==> src/rtl/dm_access_ctrl_if.sv <==
// Load/store bus between the datapath/control side and the access
// controller, plus the controller's port onto the word-organised data memory.
interface dm_access_ctrl_if #(
    parameter int ADDR_W = 10
);
    // Requester side
    logic              req;
    logic              we;
    logic [1:0]        size;
    logic              sext;
    logic [31:0]       addr;
    logic [31:0]       wdata;
    logic              busy;
    logic              done;
    logic              fault;
    logic [31:0]       rdata;
    // Data memory side
    logic [ADDR_W-1:0] dm_addr;
    logic [31:0]       dm_din;
    logic              dm_we;
    logic [31:0]       dm_dout;

    // Controller view
    modport slave (
        input  req, we, size, sext, addr, wdata, dm_dout,
        output busy, done, fault, rdata, dm_addr, dm_din, dm_we
    );

    // Requester + memory view (the environment around the controller)
    modport master (
        output req, we, size, sext, addr, wdata, dm_dout,
        input  busy, done, fault, rdata, dm_addr, dm_din, dm_we
    );
endinterface

==> src/rtl/dm_access_ctrl.sv <==
// Load/store access controller: byte/half/word loads with sign or zero
// extension, sub-word stores via read-modify-write on the full memory word,
// alignment and range faulting without touching memory.
module dm_access_ctrl #(
    parameter int ADDR_W    = 10,
    parameter int RANGE_CHK = 1
) (
    input  logic              clk,
    input  logic              rst,
    dm_access_ctrl_if.slave   bus
);
    localparam logic [1:0] SZ_BYTE = 2'b00;
    localparam logic [1:0] SZ_HALF = 2'b01;

    typedef enum logic [1:0] {
        S_IDLE   = 2'd0,
        S_ACCESS = 2'd1,
        S_DONE   = 2'd2
    } state_t;

    state_t            state_q;
    logic [ADDR_W+1:0] addr_q;
    logic [31:0]       wdata_q;
    logic              we_q;
    logic [1:0]        size_q;
    logic              sext_q;
    logic              fault_q;
    logic              busy_q;
    logic              done_q;
    logic [31:0]       rdata_q;

    logic              misalign_d;
    logic              range_err_d;
    logic [31:0]       load_d;
    logic [31:0]       merge_d;
    logic [31:0]       lane_shift;
    logic [7:0]        byte_v;
    logic [15:0]       half_v;
    logic              dm_we_d;

    // Alignment and range check on the incoming (not yet latched) request
    always_comb begin
        misalign_d = 1'b0;
        case (bus.size)
            SZ_BYTE: misalign_d = 1'b0;
            SZ_HALF: misalign_d = bus.addr[0];
            default: misalign_d = |bus.addr[1:0];
        endcase
        range_err_d = (RANGE_CHK != 0) && ((bus.addr >> (ADDR_W + 2)) != 32'd0);
    end

    // Lane selection and extension of the memory word for loads
    always_comb begin
        lane_shift = bus.dm_dout >> {addr_q[1:0], 3'b000};
        byte_v     = lane_shift[7:0];
        half_v     = addr_q[1] ? bus.dm_dout[31:16] : bus.dm_dout[15:0];
        case (size_q)
            SZ_BYTE: load_d = {{24{sext_q & byte_v[7]}}, byte_v};
            SZ_HALF: load_d = {{16{sext_q & half_v[15]}}, half_v};
            default: load_d = bus.dm_dout;
        endcase
    end

    // Store merge: replace only the addressed lane(s) of the current word
    always_comb begin
        merge_d = bus.dm_dout;
        case (size_q)
            SZ_BYTE: merge_d[{addr_q[1:0], 3'b000} +: 8]  = wdata_q[7:0];
            SZ_HALF: merge_d[{addr_q[1], 4'b0000} +: 16]  = wdata_q[15:0];
            default: merge_d = wdata_q;
        endcase
    end

    // Write strobe decoded from state so an async reset kills it immediately
    assign dm_we_d     = (state_q == S_ACCESS) && we_q;

    assign bus.busy    = busy_q;
    assign bus.done    = done_q;
    assign bus.fault   = done_q & fault_q;
    assign bus.rdata   = rdata_q;
    assign bus.dm_addr = addr_q[ADDR_W+1:2];
    assign bus.dm_we   = dm_we_d;
    assign bus.dm_din  = dm_we_d ? merge_d : 32'd0;

    // Access FSM with registered busy/done/rdata
    always_ff @(posedge clk or posedge rst) begin
        if (rst) begin
            state_q <= S_IDLE;
            addr_q  <= '0;
            wdata_q <= '0;
            we_q    <= 1'b0;
            size_q  <= '0;
            sext_q  <= 1'b0;
            fault_q <= 1'b0;
            busy_q  <= 1'b0;
            done_q  <= 1'b0;
            rdata_q <= '0;
        end else begin
            case (state_q)
                S_IDLE: begin
                    done_q <= 1'b0;
                    if (bus.req) begin
                        addr_q  <= bus.addr[ADDR_W+1:0];
                        wdata_q <= bus.wdata;
                        we_q    <= bus.we;
                        size_q  <= bus.size;
                        sext_q  <= bus.sext;
                        busy_q  <= 1'b1;
                        if (misalign_d || range_err_d) begin
                            // Faulted: skip memory entirely
                            fault_q <= 1'b1;
                            done_q  <= 1'b1;
                            state_q <= S_DONE;
                        end else begin
                            fault_q <= 1'b0;
                            state_q <= S_ACCESS;
                        end
                    end
                end
                S_ACCESS: begin
                    // Memory commits the store on this same edge
                    if (!we_q) rdata_q <= load_d;
                    done_q  <= 1'b1;
                    state_q <= S_DONE;
                end
                S_DONE: begin
                    done_q  <= 1'b0;
                    busy_q  <= 1'b0;
                    state_q <= S_IDLE;
                end
                default: begin
                    done_q  <= 1'b0;
                    busy_q  <= 1'b0;
                    state_q <= S_IDLE;
                end
            endcase
        end
    end
endmodule

==> src/flat_wrapper.sv <==
// flat-port wrapper written by rule: the top's interface ports become plain ports
module dm_access_ctrl_flat 
#(
    parameter int ADDR_W    = 10,
    parameter int RANGE_CHK = 1
)
  (clk, rst, bus_req, bus_we, bus_size, bus_sext, bus_addr, bus_wdata, bus_dm_dout, bus_busy, bus_done, bus_fault, bus_rdata, bus_dm_addr, bus_dm_din, bus_dm_we);
  dm_access_ctrl_if #(.ADDR_W(ADDR_W)) bus_i ();
  input  logic clk;
  input  logic rst;
  input wire logic [$bits(bus_i.req)-1:0] bus_req;
  input wire logic [$bits(bus_i.we)-1:0] bus_we;
  input wire logic [$bits(bus_i.size)-1:0] bus_size;
  input wire logic [$bits(bus_i.sext)-1:0] bus_sext;
  input wire logic [$bits(bus_i.addr)-1:0] bus_addr;
  input wire logic [$bits(bus_i.wdata)-1:0] bus_wdata;
  input wire logic [$bits(bus_i.dm_dout)-1:0] bus_dm_dout;
  output wire logic [$bits(bus_i.busy)-1:0] bus_busy;
  output wire logic [$bits(bus_i.done)-1:0] bus_done;
  output wire logic [$bits(bus_i.fault)-1:0] bus_fault;
  output wire logic [$bits(bus_i.rdata)-1:0] bus_rdata;
  output wire logic [$bits(bus_i.dm_addr)-1:0] bus_dm_addr;
  output wire logic [$bits(bus_i.dm_din)-1:0] bus_dm_din;
  output wire logic [$bits(bus_i.dm_we)-1:0] bus_dm_we;
  assign bus_i.req = bus_req;
  assign bus_i.we = bus_we;
  assign bus_i.size = bus_size;
  assign bus_i.sext = bus_sext;
  assign bus_i.addr = bus_addr;
  assign bus_i.wdata = bus_wdata;
  assign bus_i.dm_dout = bus_dm_dout;
  assign bus_busy = bus_i.busy;
  assign bus_done = bus_i.done;
  assign bus_fault = bus_i.fault;
  assign bus_rdata = bus_i.rdata;
  assign bus_dm_addr = bus_i.dm_addr;
  assign bus_dm_din = bus_i.dm_din;
  assign bus_dm_we = bus_i.dm_we;
  dm_access_ctrl #(.ADDR_W(ADDR_W), .RANGE_CHK(RANGE_CHK)) u_core (.clk(clk), .rst(rst), .bus(bus_i));
endmodule
==> config.mk <==
export PLATFORM = sky130hd
export DESIGN_NAME = dm_access_ctrl_flat
export DESIGN_NICKNAME = d
export VERILOG_FILES = /design/src/rtl/dm_access_ctrl_if.sv /design/src/rtl/dm_access_ctrl.sv /design/src/flat_wrapper.sv
export SDC_FILE = /design/constraint.sdc
export NUM_CORES = 1
export LEC_CHECK = 0
export ABC_AREA = 1
export BUFFER_PORTS_ARGS = -buffer_cell sky130_fd_sc_hd__buf_2
export CAP_MARGIN = 20
export CORE_MARGIN = 4
export CORE_UTILIZATION = 48
export CTS_CLUSTER_SIZE = 8
export DETAILED_ROUTE_END_ITERATION = 8
export GPL_ROUTABILITY_DRIVEN = 0
export PLACE_DENSITY_LB_ADDON = 0.15
export SLEW_MARGIN = 20
export SYNTH_ARGS = -nofsm -noshare
export SYNTH_HDL_FRONTEND = slang
export SYNTH_SLANG_ARGS = --single-unit
export TNS_END_PERCENT = 20
==> constraint.sdc <==
create_clock -name clk -period 3.8 [get_ports clk]
set_clock_uncertainty 0.05 [all_clocks]
set_input_delay 0 -clock clk [delete_from_list [all_inputs] [get_ports clk]]
set_output_delay 0 -clock clk [all_outputs]
set_load 0.01 [all_outputs]
# Word-level counts from Yosys, hierarchy flattened
# Cells that the tools add are included.
# word_totals
inputBits	103
out_inout_bits	78
reg_bits	85
# classes
eq_ne	4
bitwise_logic	5
n_reduce_logical	10
n_shift	5
muxes	15
add_sub_neg	2
# op_table
operator	n
32-bit one-hot mux with 2 select lines	2
32-bit bitwise mux	2
32-bit two-way mux	1
32-bit nonzero test	1
16-bit by 7-bit variable shift with 32-bit output (first input constant)	1
8-bit by 7-bit variable shift with 32-bit output (first input constant)	1
16-bit by 7-bit indexed part select with 32-bit output	1
8-bit by 7-bit indexed part select with 32-bit output	1
32-bit by 5-bit >> shifter with 8-bit output	1
16-bit two-way mux	1
5-bit negation with 7-bit output	2
2-bit by 1-bit equality test with 1-bit output (second input constant)	3
2-bit zero test	3
1-bit one-hot mux with 2 select lines	3
2-bit AND reduction	3
2-bit two-way mux	2
2-bit one-hot mux with 2 select lines	1
1-bit AND	3
1-bit two-way mux	3
2-bit inequality test (second input constant)	1
1-bit inverter	2
2-bit OR reduction	1
1-bit logical AND	1
1-bit logical OR	1

# Depth between registers and ports, before layout
# Gate-level depths: netlist of run 1.
# logic_depth
ltp_word	6
depth_mapped	11
depth_no_buf	9

# Least setup slack after synthesis of run 1
# Ideal clock, no wire load.
# synth_path
path_type	register to output
from	reg u_core.addr_q[1]
to	out bus_dm_din[29]
path_stages_with_launch	12
arrival_ps	1877
n_path_buf	4
slack_ps	1873
path_cell_list	dfrtp_1 buf_2 inv_4 buf_2 ha_1 buf_2 inv_1 buf_4 nand3_1 o22ai_1 nand2_1 a21oi_1
# synth_between
elab_chain_cells	5
elab_cells_between_ends	10
classes_between	add/sub: 2; shift: 4; mux: 4
# synth_lines
element	line_no	rtl
from (decl)	dm_access_ctrl.sv:22	logic [ADDR_W+1:0] addr_q;
from (signal assigned)	dm_access_ctrl.sv:103	addr_q <= bus.addr[ADDR_W+1:0];
5-bit negation with 7-bit output, on equally long branches	dm_access_ctrl.sv:69, dm_access_ctrl.sv:68	
16-bit by 7-bit indexed part select with 32-bit output, or another cell as far along	dm_access_ctrl.sv:69	SZ_HALF: merge_d[{addr_q[1], 4'b0000} +: 16] = wdata_q[15:0];
32-bit bitwise mux, on equally long branches	dm_access_ctrl.sv:69, dm_access_ctrl.sv:68	
32-bit one-hot mux with 2 select lines *	dm_access_ctrl.sv:67	case (size_q)
32-bit two-way mux *	dm_access_ctrl.sv:83	assign bus.dm_din = dm_we_d ? merge_d : 32'd0;
to (decl)	flat_wrapper.sv:23	output wire logic [$bits(bus_i.dm_din)-1:0] bus_dm_din;
# Mark *: on every way between the ends. The rest lies on a longest branch, timed or not.

# Final worst setup path of run 1
# layout_path
from	in bus_addr[16]
to	reg u_core.state_q[0]
# layout_between
elab_chain_cells	5
# layout_lines
element	line_no	rtl
from (decl)	flat_wrapper.sv:15	input wire logic [$bits(bus_i.addr)-1:0] bus_addr;
32-bit nonzero test	dm_access_ctrl.sv:49	range_err_d = (RANGE_CHK != 0) && ((bus.addr >> (ADDR_W + 2)) != 32'd0);
1-bit logical OR	dm_access_ctrl.sv:109	if (misalign_d || range_err_d) begin
2-bit two-way mux	dm_access_ctrl.sv:109	
2-bit two-way mux	dm_access_ctrl.sv:102	if (bus.req) begin
2-bit one-hot mux with 2 select lines	dm_access_ctrl.sv:99	case (state_q)
to (signal assigned)	dm_access_ctrl.sv:113	state_q <= S_DONE;
to (signal assigned)	dm_access_ctrl.sv:116	state_q <= S_ACCESS;
to (signal assigned)	dm_access_ctrl.sv:124	state_q <= S_DONE;
to (decl)	dm_access_ctrl.sv:21	state_t state_q;
# Every way passes these cells. The select of a mux whose other input is x is not followed.
# A chain may end at the register's enable or synchronous reset.

==> impl_metrics.tcl, run 1 <==
set metrics [dict create \
    outcome "finished, final reports clean" \
    slew_violations 0 \
    synth_area_um2 5500 \
    synthTopCellsByCount "nand2_1, a21oi_1, dfrtp_1, inv_1, o21ai_0" \
    drive_above_1_share_pct 24.7 \
    p_leak_nw 3.91 \
    fillers 988 \
    drt_iter0_markers 501 \
    grtUsageTotal_pct 27.1 \
    yosys.area.top_type "dfrtp_1" \
    drtPass1Iterations 5 \
    synth_most_common_cell "nand2_1" \
    die_area_um2 13200 \
    setup-tns-final_ns 0 \
    vias_per_cell 5.29 \
    hold_viol_final 0 \
    rows 38 \
    coreArea_um2 11000 \
    cp-start-kind "primary input" \
    holdPathStages 3 \
    power_density_nw_per_um2 360 \
    crit_type "primary input to register" \
    setup_slack_ns 0.814 \
    die_w_um 115 \
    start_util_pct 49.8 \
    wl_per_cell_um 15.8 \
    period_share_pct 78.6 \
    path_common_cell "dlygate4sd3_1" \
    grt_pass1_vias 5554 \
    required_ns 4.02 \
    cts_sinks 85 \
    cts-buffers-inserted 9 \
    max_freq_ghz 0.335 \
    setup_viol 0 \
    maxCapViolCount 0 \
    cts_tree "yes" \
    reg2reg_depth 5 \
    syn_to_final_growth_pct 31.4 \
    syn_area_per_cell_um2 6.97 \
    rsz0062_at_grt "no" \
    grt_remaining_overflow 0 \
    drc 0 \
    syn_nets 896 \
    end_kind "register" \
    synth_top_area_share_pct 38.7 \
    yosysSeqAreaShare_pct 38.7 \
    layout_min_cycle_time_ns 2.99 \
    slew_headroom_pct 29.2 \
    yosysUniqueCellTypes 32 \
    crit_chain "dlygate4sd3_1 -> buf_2 -> nor2_1 -> dlygate4sd3_1 -> nand2_1 -> dlygate4sd3_1 -> nor2_1 -> dlygate4sd3_1 -> nand3_1 -> dlygate4sd3_1 -> nor2_1" \
    port_buffers 180 \
    pre_cts_ws_ns 1.33 \
    clk_latency_ns 0.34 \
    wirelength_um 17900 \
    total_power_mw 2.60 \
    grt_first_pass_wirelength_um 28500 \
    cts_buffer_depth 2 \
    ys_seq_elements 85 \
    synth-edff-count 0 \
    crit_arrival_ns 3.21 \
    synth_flop_cell "dfrtp_1" \
    grt_antenna_before_repair 0 \
    critPathMaxStageDelay_ns 0.57 \
    htree_levels 3 \
    fin_nets 1099 \
    grt_start_max_net_pins 57 \
    root_buffer "clkbuf_16" \
    path_clk_slew_ns 0.07 \
    synthTopCellsByArea "dfrtp_1, nand2_1, a21oi_1" \
    ios 181 \
    crit_path_top_delay_cell "dlygate4sd3_1" \
    hpwl_um 12600 \
    hold_ws_ns 0.00155 \
    syn_inst 788 \
    num_vias 6004 \
    hold_path_class "primary input to register" \
    crit_fanout 2 \
    worst_pin_slew_ns 1.06 \
    diodes 0 \
    die_h_um 115 \
    ant_nets 0 \
    yosys_warnings 0 \
    async_flop_share_pct 100 \
    max-vdd-ir-drop_uv 211 \
]
-- power breakdown --
part,switching [mW],internal (mW)
clock network,0.393,0.513
logic,0.402,0.229
registers,0.0863,0.975
-- repair_timing --
action / 4_1_cts / 5_1_grt
buffers inserted: 0 / 0
hold buffers: 60 / 0
endpoints found under the hold margin: 101 / 0
resized for setup: 0 / 0
-- worst max-delay path: cells and delay by family --
kind / cells / cell delay [ns]
simple gates: 5 / 0.37
buf+inv: 6 / 2.85
-- stage by stage --
stage / cells / cell area [um^2] / util, %
detailed placement: 1060 / 6320 / 57.3
global route: 1136 / 7220 / 65.4
global placement: 1060 / 6320 / 57.3
CTS: 1136 / 7220 / 65.4
floorplan: 788 / 5500 / -
finish: 1136 / 7220 / 65.4
-- layout by cell type (no fill, tap or decap), types with 11 or more instances in the layout --
cell type,n
or2_2,15
inv_1,66
nand3_1,19
a21oi_1,107
a21oi_4,11
dlygate4sd3_1,60
nand2_1,285
dfrtp_1,84
nand4_1,16
buf_2,180
o21ai_0,51
o22ai_1,16
nor2_1,26
-- metal layers --
layer	routed length, um	track usage (%)
met5	0	0
met2	8330	43.2
met3	1360	4.79
met4	459	9.39
met1	7790	37.2
-- cells by family (layout without fill, tap and decap cells) --
family          Yosys count  after routing  synth area share, %
simple gates            373            373                 28.5
compound gates          198            198                 21.2
fa+ha+maj                 5              5                 1.14
flops                    85             85                 38.7
buf+inv                 127            335                 10.5
-- flip-flops by register name, summed over array words and instances, names as in the netlist --
| name | flops |
|---|---|
| u_core.bus.rdata | 32 |
| u_core.wdata_q | 32 |
| u_core.addr_q | 12 |
| u_core.size_q | 2 |
| u_core.state_q | 2 |
| u_core.bus.busy | 1 |
| u_core.bus.done | 1 |
| u_core.fault_q | 1 |
| u_core.sext_q | 1 |
| u_core.we_q | 1 |
-- path summary, 6_finish.rpt --
kind	start	endpoint	slack, ns
max reg2reg	u_core.size_q[1]$_DFFE_PP0P_	u_core.bus.rdata[25]$_DFFE_PP0P_	1.53
max	bus_addr[16]	u_core.state_q[0]$_DFFE_PP0N_	0.81
min reg2reg	u_core.bus.rdata[8]$_DFFE_PP0P_	u_core.bus.rdata[8]$_DFFE_PP0P_	0.43
max in group asynchronous	rst	u_core.wdata_q[8]$_DFFE_PP0P_	2.42
min	bus_dm_dout[28]	u_core.bus.rdata[28]$_DFFE_PP0P_	0.002
min in group asynchronous	rst	u_core.bus.rdata[19]$_DFFE_PP0P_	0.28
-- cell type report --
| class | instances | area, um^2 | area share, % |
|---|---|---|---|
| inverter | 73 | 279 | 3.87 |
| timing repair buffer | 246 | 1550 | 21.4 |
| tap | 140 | 175 | 2.43 |
| clock buffer | 9 | 225 | 3.12 |
| multi-input combinational | 576 | 2790 | 38.7 |
| clock inverter | 7 | 73.8 | 1.02 |
| sequential | 85 | 2130 | 29.5 |
(Power assumes the default switching activity.)
==> run 2, diff against run 1 <==
ABC_AREA = 0   (was 1)
clock period = 2.9 ns   (was 3.8 ns; I/O delays follow)
==> impl_metrics.tcl, run 2 <==
set metrics [dict create \
    dp.cells 757 \
    path_clk_slew_ns 0.09 \
    multi_input_area_um2 2520 \
    grt_first_pass_wirelength_um 25900 \
    drtPass1Iterations 5 \
    worst_pin_slew_ns 0.839 \
    ant_nets 0 \
    rsz0062_at_grt "no" \
    critPathTopFamily "buffers and inverters" \
    setup_viol 0 \
    yosys_warnings 0 \
    max-vdd-ir-drop_uv 279 \
    drc 0 \
    post_cts_buffers 0 \
    ff_latch_area_um2 2130 \
    maxCapViolCount 0 \
    critPathMaxStageDelay_ns 0.60 \
    start_util_pct 49.8 \
    root_buffer "clkbuf_8" \
    port_buffers 180 \
    setup-tns-final_ns 0 \
    synth-edff-count 0 \
    hold_viol_final 0 \
    grt_pass1_vias 4842 \
    required_ns 3.15 \
    ios 181 \
    synthTopCellsByCount "dfrtp_1, mux2_2, nand2_1, nand3_1, nor3_1" \
    crit_type "primary input to register" \
    vias_per_cell 5.86 \
    cts_sinks 85 \
    yosysUniqueCellTypes 49 \
    yosys.area.top_type "dfrtp_1" \
    async_flop_share_pct 100 \
    power_density_nw_per_um2 441 \
    clk_latency_ns 0.36 \
    period_share_pct 96.6 \
    drive_above_1_share_pct 40.1 \
    coreArea_um2 9910 \
    worst-path-buf-inv 5 \
    syn_area_per_cell_um2 10.3 \
    cts-buffers-inserted 9 \
    grt_antenna_before_repair 0 \
    critPathLaunch "bus_addr[24]" \
    num_vias 4995 \
    rows 36 \
    synth_flop_cell "dfrtp_1" \
    grt_start_max_net_pins 51 \
    cts_tree "yes" \
    hold_path_class "primary input to register" \
    path_common_cell "dlygate4sd3_1" \
    die_h_um 109 \
    cts_buffer_depth 2 \
    fillers 789 \
    syn_to_final_growth_pct 38.3 \
    max_freq_ghz 0.357 \
    die_area_um2 12000 \
    synth_top_area_share_pct 43.1 \
    synth_area_um2 4930 \
    grt_remaining_overflow 0 \
    r2r_start "u_core.addr_q[1]$_DFFE_PP0P_" \
    synthTopCellsByArea "dfrtp_1, mux2_2, nand2_1" \
    end_kind "register" \
    outcome "finished, final reports clean" \
    fin_nets 822 \
    p_leak_nw 3.08 \
    drt_iter0_markers 401 \
    wl_per_cell_um 19.9 \
    final_cells 853 \
    htree_levels 3 \
    die_w_um 109 \
    hp-start "bus_dm_dout[15]" \
    wirelength_um 17000 \
    crit_fanout 2 \
    crit_chain "dlygate4sd3_1 -> buf_2 -> nor4_1 -> dlygate4sd3_1 -> nand2_1 -> dlygate4sd3_1 -> nor4b_2 -> dlygate4sd3_1" \
    slew_violations 0 \
    ys_seq_elements 85 \
    slew_headroom_pct 44.1 \
    synth_most_common_cell "dfrtp_1" \
    final_common_cell "buf_2" \
    grtUsageTotal_pct 28.2 \
    cp-start-kind "primary input" \
    yosysSeqAreaShare_pct 43.1 \
    crit_path_top_delay_cell "dlygate4sd3_1" \
    crit_arrival_ns 3.06 \
    syn_nets 585 \
    layout_min_cycle_time_ns 2.80 \
    hpwl_um 11700 \
    final_cell_mix "buf_2, dfrtp_1, dlygate4sd3_1" \
    syn_inst 477 \
]
==> run 2: per-layer routing <==
layer  global-route usage [%]  vias up  wire length (um)
met1                     40.1     2396              7250
li1                         -     2277                 -
met4                     8.19        0               305
met5                        0        -                 0
met2                     45.2      290              7950
met3                     3.82       32              1500
==> run 2: final cells by class <==
cell class                 count  area share (%)
antenna                        1          0.0367
clock buffer                  10            2.02
clock inverter                 6           0.642
inverter                       9           0.514
multi-input combinational    339            37.0
sequential                    85            31.2
tap                          133            2.44
timing repair buffer         270            26.2
==> run 2: worst register-to-register path, stage by stage (launching register included) <==
cell and delay (ns):
dfrtp_1 0.48, buf_4 0.25, buf_4 0.27, nor2b_2 0.38, a31oi_1 0.13, a31oi_1 0.18
dlygate4sd3_1 0.57
==> run 2: logic make-up (layout without fill, tap and decap cells) <==
kind of cell | after synthesis | after routing | share of synthesized area [%]
flops | 85 | 85 | 43.1
other cells | 0 | 1 | 0
mux | 70 | 70 | 15.7
compound gates | 97 | 97 | 15.0
buf+inv | 53 | 295 | 6.04
simple gates | 167 | 167 | 18.8
fa+ha+maj | 5 | 5 | 1.27
==> run 2: path summary, 6_finish.rpt <==
path / to / slack, ns / cells past startpoint
min in group asynchronous: u_core.addr_q[7]$_DFFE_PP0P_ / 0.21 / 3
min reg2reg: u_core.bus.busy$_DFFE_PP0P_ / 0.44 / 1
max: u_core.state_q[0]$_DFFE_PP0N_ / 0.1 / 8
max reg2reg: u_core.bus.rdata[7]$_DFFE_PP0P_ / 0.54 / 6
max in group asynchronous: u_core.bus.rdata[27]$_DFFE_PP0P_ / 1.72 / 4
min: u_core.bus.rdata[15]$_DFFE_PP0P_ / 0.02 / 4
==> run 2: metrics by stage <==
step	hold slack, ns	setup WS (ns)	power (mW)	utilization, %	cell area [um^2]
2_1_floorplan	0.0668	0.657	1.90	-	4930
3_3_place_gp	0.0674	0.710	2.10	58.9	5840
3_5_place_dp	0.0749	0.566	2.12	58.9	5840
4_1_cts	0.00724	0.0695	3.00	68.7	6810
5_1_grt	0.0323	0.0180	3.14	68.8	6820
6_report	0.0177	0.0986	3.01	68.8	6820
==> run 2: what timing repair did <==
action | 4_1_cts | 5_1_grt
resized for setup | 0 | 2
setup endpoints to repair | 0 | 9
hold buffers | 79 | 0
hold endpoints to repair | 112 | 0
==> run 2: where the power goes <==
group,internal (mW),total [mW],switching [mW]
Sequential,1.29,1.40,0.111
Combinational,0.383,0.800,0.417
Clock,0.340,0.807,0.468
Total,2.01,3.01,0.996
==> run 3, diff against run 2 <==
CELL_PAD_IN_SITES_DETAIL_PLACEMENT = 2   (was default)
CELL_PAD_IN_SITES_GLOBAL_PLACEMENT = 2   (was default)
CORE_UTILIZATION = 30   (was 48)
==> impl_metrics.tcl, run 3 (synthesis gave the netlist of run 2 again) <==
set metrics [dict create \
    clkPwrFrac_pct 36.6 \
    drt_iter0_markers 282 \
    critPathTopFamily "buffers and inverters" \
    vias_per_cell 5.33 \
    slew_headroom_pct 40.5 \
    start_util_pct 30.8 \
    drive_above_1_share_pct 40.4 \
    r2r_start "u_core.size_q[0]$_DFFE_PP0P_" \
    final_common_cell "buf_2" \
    grt_pass1_vias 5606 \
    wirelength_um 21500 \
    critPathMaxStageDelay_ns 0.60 \
    hold_path_class "primary input to register" \
    power_density_nw_per_um2 500 \
    reg2reg_depth 5 \
    p_int_mw 2.48 \
    root_buffer "clkbuf_16" \
    crit_path_top_delay_cell "dlygate4sd3_1" \
    cts_sinks 85 \
    htree_levels 3 \
    total_power_mw 3.54 \
    grt_first_pass_wirelength_um 32900 \
    required_ns 3.14 \
    path_clk_slew_ns 0.06 \
    crit_fanout 2 \
    rrSetupSlack_ns 0.68 \
    rows 46 \
    end_kind "register" \
    worst_pin_slew_ns 0.892 \
    period_share_pct 95.5 \
    hpwl_um 14900 \
    r2r_end "u_core.bus.rdata[2]$_DFFE_PP0P_" \
    syn_to_final_growth_pct 43.7 \
    ant_nets 0 \
    layout_min_cycle_time_ns 2.77 \
    cts-buffers-inserted 9 \
    grt_start_max_net_pins 49 \
    fin_nets 824 \
    clk_latency_ns 0.36 \
    ios 181 \
    cts_tree "yes" \
    die_area_um2 18600 \
    fillers 1763 \
    post_cts_buffers 0 \
    wl_per_cell_um 22.9 \
    outcome "finished, final reports clean" \
    crit_type "primary input to register" \
    port_buffers 180 \
    grt_remaining_overflow 0 \
    num_vias 4995 \
    slew_violations 0 \
    hold_viol_final 0 \
    p_sw_share_pct 30.0 \
    setup_viol 0 \
    holdPathStages 4 \
    grtUsageTotal_pct 23.5 \
    crit_chain "dlygate4sd3_1 -> buf_2 -> nor4_1 -> dlygate4sd3_1 -> nand2_1 -> dlygate4sd3_1 -> nor4b_2 -> dlygate4sd3_1" \
    holdPathEnd "u_core.bus.rdata[13]$_DFFE_PP0P_" \
    maxCapViolCount 0 \
    max-vdd-ir-drop_uv 282 \
    path_common_cell "dlygate4sd3_1" \
    hold_ws_ns 0.0586 \
    die_h_um 136 \
    worst-path-buf-inv 5 \
    setup-tns-final_ns 0 \
    multi_input_area_um2 2520 \
    cts_buffer_depth 2 \
    grt_antenna_before_repair 0 \
    crit_arrival_ns 3.01 \
    die_w_um 136 \
    switchingPower_mw 1.06 \
    final_cell_mix "buf_2, dfrtp_1, dlygate4sd3_1" \
    drc 0 \
    cp-start-kind "primary input" \
    coreArea_um2 16000 \
    seqPwrFrac_pct 39.8 \
    hp-start "bus_dm_dout[13]" \
    p_comb_share_pct 23.5 \
    ff_latch_area_um2 2130 \
    rsz0062_at_grt "no" \
    max_freq_ghz 0.361 \
    p_leak_nw 3.17 \
    drtPass1Iterations 5 \
]
run 3: cell count changes in the layout (fill, tap and decap cells not counted), sizes merged:
cell,change
buf,+3
bufinv,+2
clkbuf,+2
inv,-2
clkinv,-1
clkinvlp,-1
dlygate4sd3,-1
run 3: final cells by class:
class / instances / area share, %
multi-input cells: 339 / 35.6
flip-flops and latches: 85 / 30.0
repair buffers: 272 / 25.4
well taps: 216 / 3.81
clock buffers: 12 / 3.62
clock inverters: 4 / 0.989
inverters: 9 / 0.495
diodes: 1 / 0.0353
run 3: repair_timing:
| action | CTS | global route |
|---|---|---|
| hold buffers | 78 | 0 |
| resized for setup | 0 | 3 |
| endpoints found under the setup margin | 0 | 3 |
| hold endpoints to repair | 118 | 0 |
run 3: worst max path at each step:
stage / from / endpoint / slack (ns) / cells after the start
floorplan: rst / u_core.addr_q[0]$_DFFE_PP0P_ / 0.66 / 1
detailed placement: u_core.addr_q[0]$_DFFE_PP0P_ / bus_dm_din[31] / 0.53 / 7
CTS: u_core.addr_q[0]$_DFFE_PP0P_ / bus_dm_din[31] / 0.14 / 7
global placement: u_core.addr_q[0]$_DFFE_PP0P_ / bus_dm_din[3] / 0.69 / 7
finish: bus_addr[29] / u_core.state_q[0]$_DFFE_PP0N_ / 0.13 / 8
global route: bus_addr[29] / u_core.state_q[0]$_DFFE_PP0N_ / 0.02 / 8
run 3: metrics by stage:
stage	setup slack, ns	instance area, um^2	utilization [%]	instances
3_5_place_dp	0.530	5960	37.3	843
4_1_cts	0.140	7070	44.2	937
3_3_place_gp	0.687	5960	37.3	843
2_1_floorplan	0.657	4930	-	477
5_1_grt	0.0170	7080	44.3	937
6_report	0.129	7080	44.3	938
run 3: worst reg2reg max path, delay by kind of cell, from the launching register on:
kind / cells / cell delay, ns
compound gates: 2 / 0.40
buf+inv: 1 / 0.35
flops: 1 / 0.58
simple gates: 2 / 0.78
run 3: power by group through the flow:
stage | Combinational [mW] | Sequential, mW | Clock (mW)
floorplan | 0.519 | 1.38 | 0
global placement | 0.707 | 1.42 | 0
detailed placement | 0.739 | 1.43 | 0
CTS | 0.824 | 1.41 | 1.32
global route | 0.910 | 1.42 | 1.38
finish | 0.833 | 1.41 | 1.30
run 3: per-layer routing:
layer | GRT usage [%] | vias up | wire length (um)
met1 | 31.3 | 2535 | 9550
met3 | 3.77 | 25 | 958
li1 | - | 2280 | -
met5 | 0 | - | 0
met2 | 39.7 | 155 | 10600
met4 | 6.55 | 0 | 333
